$ cat src/rtl/uart_rx_fifo.sv
// uart_rx_fifo: receive-side byte buffer behind the UART receiver.
// Captures one byte per rising edge of the completion flag and drops error
// frames while counting them. Bytes leave through a first-word-fall-through
// valid/ready port. Sticky overflow flag and a saturating error counter are
// cleared by i_clr_flags.
module uart_rx_fifo #(
    parameter int unsigned ADDR_W    = 4,
    parameter int unsigned ERR_CNT_W = 8
) (
    input  logic                 clk,
    input  logic                 rst_n,
    input  logic [7:0]           i_rx_d,
    input  logic                 i_rx_complete,
    input  logic                 i_rx_error,
    input  logic                 i_rd_ready,
    input  logic                 i_clr_flags,
    output logic                 o_rd_valid,
    output logic [7:0]           o_rd_data,
    output logic [ADDR_W:0]      o_level,
    output logic                 o_full,
    output logic                 o_empty,
    output logic                 o_overflow,
    output logic [ERR_CNT_W-1:0] o_err_cnt
);

    localparam int unsigned     DEPTH      = 1 << ADDR_W;
    localparam logic [ADDR_W:0] FULL_LEVEL = (ADDR_W + 1)'(DEPTH);

    logic [7:0]           mem_q [DEPTH];

    logic [ADDR_W-1:0]    wr_ptr_q, wr_ptr_d;
    logic [ADDR_W-1:0]    rd_ptr_q, rd_ptr_d;
    logic [ADDR_W:0]      level_q, level_d;
    logic                 full_q, full_d;
    logic                 empty_q, empty_d;
    logic                 valid_q, valid_d;
    logic                 overflow_q, overflow_d;
    logic [ERR_CNT_W-1:0] err_cnt_q, err_cnt_d;
    logic                 complete_q, complete_d;

    logic cap;
    logic push;
    logic pop;
    logic push_ok;
    logic wr_en;

    // Next-state logic: edge detect, push/pop arbitration, level and flags
    always_comb begin
        cap     = i_rx_complete & ~complete_q;
        push    = cap & ~i_rx_error;
        pop     = valid_q & i_rd_ready;
        // A pop in the same cycle frees the slot the push needs when full
        push_ok = push & (~full_q | pop);
        wr_en   = rst_n & push_ok;

        complete_d = i_rx_complete;
        wr_ptr_d   = wr_ptr_q;
        rd_ptr_d   = rd_ptr_q;
        level_d    = level_q;
        overflow_d = overflow_q;
        err_cnt_d  = err_cnt_q;

        if (push_ok) begin
            wr_ptr_d = wr_ptr_q + ADDR_W'(1);
        end
        if (pop) begin
            rd_ptr_d = rd_ptr_q + ADDR_W'(1);
        end

        if (push_ok && !pop) begin
            level_d = level_q + (ADDR_W + 1)'(1);
        end else if (!push_ok && pop) begin
            level_d = level_q - (ADDR_W + 1)'(1);
        end

        full_d  = (level_d == FULL_LEVEL);
        empty_d = (level_d == '0);
        valid_d = (level_d != '0);

        // Clear first so a coincident overflow/error event takes precedence
        if (i_clr_flags) begin
            overflow_d = 1'b0;
            err_cnt_d  = '0;
        end
        if (push && !push_ok) begin
            overflow_d = 1'b1;
        end
        if (cap && i_rx_error && (err_cnt_d != '1)) begin
            err_cnt_d = err_cnt_d + ERR_CNT_W'(1);
        end
    end

    // Control and status registers with synchronous active-low reset
    always_ff @(posedge clk) begin
        if (!rst_n) begin
            wr_ptr_q   <= '0;
            rd_ptr_q   <= '0;
            level_q    <= '0;
            full_q     <= 1'b0;
            empty_q    <= 1'b1;
            valid_q    <= 1'b0;
            overflow_q <= 1'b0;
            err_cnt_q  <= '0;
            complete_q <= 1'b1;
        end else begin
            wr_ptr_q   <= wr_ptr_d;
            rd_ptr_q   <= rd_ptr_d;
            level_q    <= level_d;
            full_q     <= full_d;
            empty_q    <= empty_d;
            valid_q    <= valid_d;
            overflow_q <= overflow_d;
            err_cnt_q  <= err_cnt_d;
            complete_q <= complete_d;
        end
    end

    // Storage array, not reset; writes are blocked while reset is asserted
    always_ff @(posedge clk) begin
        if (wr_en) begin
            mem_q[wr_ptr_q] <= i_rx_d;
        end
    end

    assign o_rd_valid = valid_q;
    assign o_rd_data  = mem_q[rd_ptr_q];
    assign o_level    = level_q;
    assign o_full     = full_q;
    assign o_empty    = empty_q;
    assign o_overflow = overflow_q;
    assign o_err_cnt  = err_cnt_q;

endmodule
$ cat config.mk
export PLATFORM = sky130hd
export DESIGN_NAME = uart_rx_fifo
export DESIGN_NICKNAME = d
export VERILOG_FILES = /design/src/rtl/uart_rx_fifo.sv
export SDC_FILE = /design/constraint.sdc
export NUM_CORES = 1
export LEC_CHECK = 0
export BUFFER_PORTS_ARGS = -buffer_cell sky130_fd_sc_hd__buf_2
export CAP_MARGIN = 15
export CORE_ASPECT_RATIO = 2
export CORE_MARGIN = 1
export CORE_UTILIZATION = 50
export CTS_BUF_LIST = sky130_fd_sc_hd__clkbuf_8 sky130_fd_sc_hd__clkbuf_16
export DETAILED_ROUTE_END_ITERATION = 8
export PLACE_DENSITY = 0.72
export SYNTH_ARGS = -nofsm -noshare
export SYNTH_HDL_FRONTEND = slang
export SYNTH_SLANG_ARGS = --single-unit
$ cat constraint.sdc
create_clock -name clk -period 8.15 [get_ports clk]
set_clock_uncertainty 0.15 [all_clocks]
set_input_delay 2.445 -clock clk [delete_from_list [all_inputs] [get_ports clk]]
set_output_delay 2.445 -clock clk [all_outputs]
set_load 0.1 [all_outputs]
# After elaboration in Yosys (flattened, before gate mapping)
# Memory sizes are Yosys's and may differ from the RTL's. A register that Yosys moved wholly into a read port is not among the register bits.
# Cells that the tools add are included.
# totals
mem_count	1
register_bits	26
out_inout_bits	25
mem_bits_rw	128
inputBits	14
# mem_list
memory	words	word_bits	rd	rd_clocked_by_memory_dff	write_ports	line_no	rtl
mem_q	16	8	1	1	1	29	logic [7:0] mem_q [DEPTH];
# classes
addsub	5
muxes	10
n_reduce_logical	10
eq_ne	2
n_bitwise	9
# op_table
operator	n
2-to-1 mux 8 bit	2
2-to-1 mux 5 bit	2
adder 4 x 1 -> 4 bit (second input constant)	2
adder 8 x 1 -> 8 bit (second input constant)	1
2-to-1 mux 4 bit	2
inequality test 8 bit (second input constant)	1
adder 5 x 1 -> 5 bit (second input constant)	1
AND 1 bit	5
== test 5 bit (second input constant)	1
logical AND 1 bit	5
zero test 5 bit	1
nonzero test 5 bit	1
subtractor 5 x 1 -> 5 bit (second input constant)	1
2-to-1 mux 1 bit	4
NOT 1 bit	3
zero test 1 bit	2
nonzero test 2 bit	1
OR 1 bit	1

# Depth between registers and ports, before layout
# Gate-level depths: netlist (run 1).
# depth
depth_word	9
depth_mapped	6
ltp_nobuf	6

# Worst setup path after synthesis (run 1)
# No wires, ideal clock.
# synth_path
path_kind	register to output
from	reg (tool-made name)
to	out o_rd_data[0]
stages_incl_launch_ff	5
n_path_buf	2
slack_ns	3.475
arrival_ns	2.080
required_ns	5.555
cell_sequence	dfxtp_1 -> clkbuf_1 -> buf_2 -> mux4_2 -> mux4_2
# synth_rtl
element	line_no	rtl
end: declaration	18	output logic [7:0] o_rd_data,

==> impl_metrics.ini, run 1 <==
[route]
drtAntennaViolNets = 0
drcViolationCount = 0
drt_iter0_drc = 221
via_per_inst = 5.755
wirelength_um = 12290
wl_per_cell_um = 22.30
vias = 3171
dr.pass1.iters = 4

[yosys]
ys_seq_area_share_pct = 71.40
synth_edf_count = 128
synth_top_area_share_pct = 61.75
syn_inst = 345
synthTopCellsByCount = edfxtp_1, mux4_2, nor2_1
synth.net_count = 367
synth_top_area_cell = edfxtp_1
syn_area_um2 = 6225
async_flop_share_pct = 0
synth.area.top_cells = edfxtp_1, mux4_2, dfxtp_1
synth_flop_cell = edfxtp_1
avgSynthCellArea_um2 = 18.04
synth_most_common_cell = edfxtp_1
ys_seq_elements = 158
yosysUniqueCellTypes = 40
ys_warn_count = 0

[sta]
fin_ws_ps = 2866
hold_viol = 0
fmax_mhz = 189.2
setup_violations = 0
relSlewSlack_pct = 25.02
worst_pin_slew_ps = 1121
timing.final.crit_share_pct = 64.84
slew_viol_final = 0
period_minus_slack_ps = 5284
fin_setup_tns_ps = 0
rsz0062_at_grt = false

[clock_tree]
cts.path.max_buffers = 2
cts_resized = 0
tritoncts = built
cts_setup_buffers = 0
cts_root_buf = clkbuf_16
clock_latency_ps = 420
cts_sinks = 158
holdBufCountCts = 0
clkTransAtPathRegs_ps = 60
cts_made_buffers = 17
cts-htree-levels = 4

[placement]
place_hpwl_um = 8148
place.gp.congestion = 0.7813
numPortBuffers = 38
dpl_cell_area_um2 = 6561
dp_slack_ps = 3182
place_inst = 519

[hold_path]
hp-class = flop to flop
min_path_cells = 2

[setup_path]
r2r_cells = 4
worst_setup_path_start_kind = flop
criticalPathCategory = flop to output pin
critPathRequiredTime_ps = 5560
cp.arrival_ps = 2690
cp_max_fo = 32
critPathCaptureType = output pin

[layout]
nFillCells = 920
fin_nets = 413
syn2layout_area_growth_pct = 15.18
final_cells = 551
fin_area_um2 = 7169
antenna_cells = 0
drive_above_1_share_pct = 28.22

[flow_run]
drv_cap = 0

[power]
ir_drop_mv = 0.2365
power.density_nw_per_um2 = 292.2
p_leak_nw = 2.375

[die]
start_util_pct = 51.34
die_w_um = 80.90
io_pins = 39
row_count = 57
die_h_um = 159.8
die_area_um2 = 12930
core_um2 = 12120

[global_routing]
grt_pass1_wl_um = 19280
grt_max_degree = 33
grt_pass1_vias = 3391
grt_usage_pct = 21.52
antenna_found_initial = 0
gr-total-overflow = 0

[status]
status = complete, no violations
-- area by class of cell --
| class | instances | area [um^2] | area share, % |
|---|---|---|---|
| Timing Repair Buffer | 40 | 205.2 | 2.862 |
| Clock inverter | 15 | 182.7 | 2.548 |
| Inverter | 7 | 26.28 | 0.3665 |
| Multi-Input combinational cell | 167 | 1700 | 23.72 |
| Tap cell | 147 | 183.9 | 2.565 |
| Sequential cell | 158 | 4446 | 62.01 |
| Clock buffer | 17 | 425.4 | 5.934 |
-- sequential cells by signal (all words and copies together), names as in the netlist, named ones only --
signal / flops
complete_q: 1
wr_ptr_q: 4
o_full: 1
o_level: 5
o_rd_valid: 1
o_err_cnt: 8
rd_ptr_q: 4
mem_q: 128
o_empty: 1
o_overflow: 1
-- layout by cell type (no fill, tap or decap), types with 4 or more instances in the layout --
| cell type | Yosys | routed |
|---|---|---|
| and2_1 | 4 | 4 |
| buf_2 | 4 | 38 |
| clkbuf_16 | 0 | 17 |
| dfxtp_1 | 30 | 29 |
| edfxtp_1 | 128 | 128 |
| ha_1 | 8 | 8 |
| inv_1 | 7 | 8 |
| inv_6 | 0 | 6 |
| mux4_2 | 40 | 40 |
| nand2_1 | 13 | 13 |
| nand3_1 | 4 | 4 |
| nand4_1 | 7 | 7 |
| nor2_1 | 39 | 39 |
| xnor2_1 | 6 | 6 |
| xor2_1 | 11 | 11 |
-- metal layers --
layer	track usage, %	wire length (um)	up-vias
li1	-	-	1458
met3	5.314	468	14
met4	7.468	193	0
met2	38.01	7108	102
met5	0	0	-
met1	24.60	4514	1597
-- critical path, stage by stage (launching register included) --
cell	delay [ps]
dfxtp_2	310
buf_4	520
mux4_2	640
mux4_2	490
buf_2	310
-- cells by family after synthesis --
kind of cell / count (synthesis) / synth area share, %
AOI/OAI and AO/OA: 13 / 1.628
buffers and inverters: 20 / 1.287
xor gates and xnor gates: 17 / 2.392
muxes: 42 / 14.79
and+or+nand+nor: 87 / 6.895
adders and majority gates: 8 / 1.608
DFF: 158 / 71.40
-- stage by stage --
stage	hold WS (ps)	util [%]	total power (W)
floorplan	317.8	-	0.001245
global placement	316.5	54.12	0.001309
detailed placement	353.0	54.12	0.001314
CTS	366.6	59.13	0.002109
global route	400.8	59.13	0.002168
finish	364.6	59.13	0.002095
-- worst paths after layout --
check / startpoint / to / slack [ps]
worst max-delay path: flop / o_rd_data[2] / 2870
worst min-delay path: rd_ptr_q[1] / rd_ptr_q[1] / 360
worst max register to register: complete_q / mem_q[13][3] / 5400
worst min register to register: rd_ptr_q[1] / rd_ptr_q[1] / 360
-- report_power, final --
part           switching [W]  internal [W]
combinational       0.000268      0.000119
sequential         0.0000192      0.000890
clock               0.000313      0.000486
No activity file was read; power rests on OpenSTA's default activity.
==> run 2, diff against run 1 <==
--- a/config.mk
+++ b/config.mk
@@ -12,7 +12,7 @@
 export CORE_UTILIZATION = 50
 export CTS_BUF_LIST = sky130_fd_sc_hd__clkbuf_8 sky130_fd_sc_hd__clkbuf_16
 export DETAILED_ROUTE_END_ITERATION = 8
-export PLACE_DENSITY = 0.72
+export PLACE_DENSITY = 0.74
 export SYNTH_ARGS = -nofsm -noshare
 export SYNTH_HDL_FRONTEND = slang
 export SYNTH_SLANG_ARGS = --single-unit
==> constraint.sdc (replaced) <==
create_clock -name clk -period 4.7 [get_ports clk]
set_clock_uncertainty 0.15 [all_clocks]
set_input_delay 1.41 -clock clk [delete_from_list [all_inputs] [get_ports clk]]
set_output_delay 1.41 -clock clk [all_outputs]
set_load 0.1 [all_outputs]
==> run 2 against run 1 <==
  * Via count up 2.8%
  * Wire length increased by 3.3%
  * Sequential power up 74%
  * Global-route usage up 0.13 points
  * Register-to-register slack worse by 3100 ps
  * Critical path depth unchanged
  * Non-clock buffer count is 15 higher
  * Clock power rose by 68%
  * Final cell count grew 2.7%
  * Core utilization rose by 0.85 points
  * Critical path type unchanged
==> impl_metrics.ini, run 2 (synthesis gave the netlist of run 1 again) <==
[global_routing]
gr-total-overflow = 0
grt_max_degree = 33
grt_pass1_wl_um = 19300
grt_usage_pct = 21.64
grt_pass1_vias = 3429
antenna_found_initial = 0

[route]
drcViolationCount = 0
m1WireLength_um = 4442
wl_met3_um = 454
top_layer = met4
wl_met2_um = 7320
via_per_inst = 5.760
dr.pass1.iters = 4
drtAntennaViolNets = 0
drt_iter0_drc = 212
vias = 3260
wirelength_um = 12690
wl_per_cell_um = 22.42

[placement]
numPortBuffers = 38
place_hpwl_um = 8457
dpl_cell_area_um2 = 6686
place.gp.congestion = 0.7949

[clock_tree]
cts_setup_buffers = 0
cts.path.max_buffers = 2
clkTransAtPathRegs_ps = 60
cts_sinks = 158
holdBufCountCts = 0
cts-htree-levels = 4
cts_made_buffers = 17
cts_resized = 0
tritoncts = built
cts_root_buf = clkbuf_16
clock_latency_ps = 410

[layout]
fin_nets = 428
syn2layout_area_growth_pct = 16.82
largest-register = mem_q
antenna_cells = 0
layout_common_cells = edfxtp_1, mux4_2, nor2_1
largest_reg_flops = 128
drive_above_1_share_pct = 30.55
final_common_cell = edfxtp_1
final_util_pct = 59.98
fin_area_um2 = 7272

[die]
die_h_um = 159.8
die_area_um2 = 12930
core_um2 = 12120
die_w_um = 80.90
row_count = 57
io_pins = 39
start_util_pct = 51.34

[setup_path]
criticalPathCategory = flop to output pin
cp_max_fo = 32
path_common_cell = mux4_2
critPathMaxStageDelay_ps = 560
worst_path_max_delay_cell = mux4_2
critical-path-top-delay-family = multiplexers
r2r-start = complete_q
critPathRequiredTime_ps = 3140
crit_buf_inv = 2
crit_chain = buf_12 -> mux4_2 -> mux4_2 -> buf_2
worst_setup_path_start_kind = flop
cp.arrival_ps = 2450
critPathCaptureType = output pin

[status]
status = complete, no violations

[power]
power.density_nw_per_um2 = 494.6
p_leak_nw = 2.443
ir_drop_mv = 0.3250

[sta]
rsz0062_at_grt = false
fin_setup_tns_ps = 0
hold_viol = 0
period_minus_slack_ps = 4006
relSlewSlack_pct = 51.20
setup_violations = 0
timing.final.crit_share_pct = 85.23
slew_viol_final = 0
fin_hold_ws_ps = 338.8
fmax_mhz = 249.6
worst_pin_slew_ps = 722.5

[hold_path]
min_from = o_overflow
hp-class = flop to flop

[flow_run]
drv_cap = 0
==> run 2: cell count changes in the layout (fill, tap and decap cells not counted), sizes merged <==
| cell | delta |
|---|---|
| inv | -2 |
| clkinvlp | +1 |
| buf | +15 |
| clkinv | +2 |
| bufinv | -1 |
==> run 2: area by class of cell <==
class / instances / area [um^2]
clock buffer: 17 / 425.4
clock inverter: 15 / 160.2
fill: 885 / 4852
inverter: 7 / 26.28
multi-input combinational: 167 / 1700
sequential: 158 / 4446
tap: 147 / 183.9
timing repair buffer: 55 / 330.3
==> run 2: routing by layer <==
| layer | vias up | GRT usage [%] |
|---|---|---|
| met4 | 0 | 10.55 |
| li1 | 1482 | - |
| met5 | - | 0 |
| met2 | 97 | 38.43 |
| met3 | 25 | 5.257 |
| met1 | 1656 | 23.07 |
==> run 2: worst reg2reg max path, cell delays in order, from the launching register on <==
cell and delay [ps]:
dfxtp_1 320, or3b_1 470, a21oi_2 310, nand2_1 160
nor2_1 480, buf_4 260
==> run 2: path summary, 6_finish.rpt <==
path | end | cells past startpoint | slack [ps]
setup / recovery | o_rd_data[1] | 4 | 690
hold / removal | o_overflow | 2 | 340
setup reg to reg | mem_q[13][2] | 5 | 2270
hold reg to reg | o_overflow | 2 | 340
==> run 2: metrics by stage <==
| step | total power (W) | worst slack [ps] | instances |
|---|---|---|---|
| after floorplan | 0.002159 | 1060 | 345 |
| after global placement | 0.002286 | 1120 | 534 |
| after detailed placement | 0.002295 | 1060 | 534 |
| after CTS | 0.003625 | 655.0 | 566 |
| after global routing | 0.003716 | 622.1 | 566 |
| final | 0.003597 | 694.0 | 566 |
==> run 2: power by group <==
group / internal [W] / switching (W) / total (W)
registers: 0.00154 / 0.0000340 / 0.00158
clock network: 0.000790 / 0.000548 / 0.00134
logic: 0.000213 / 0.000469 / 0.000682
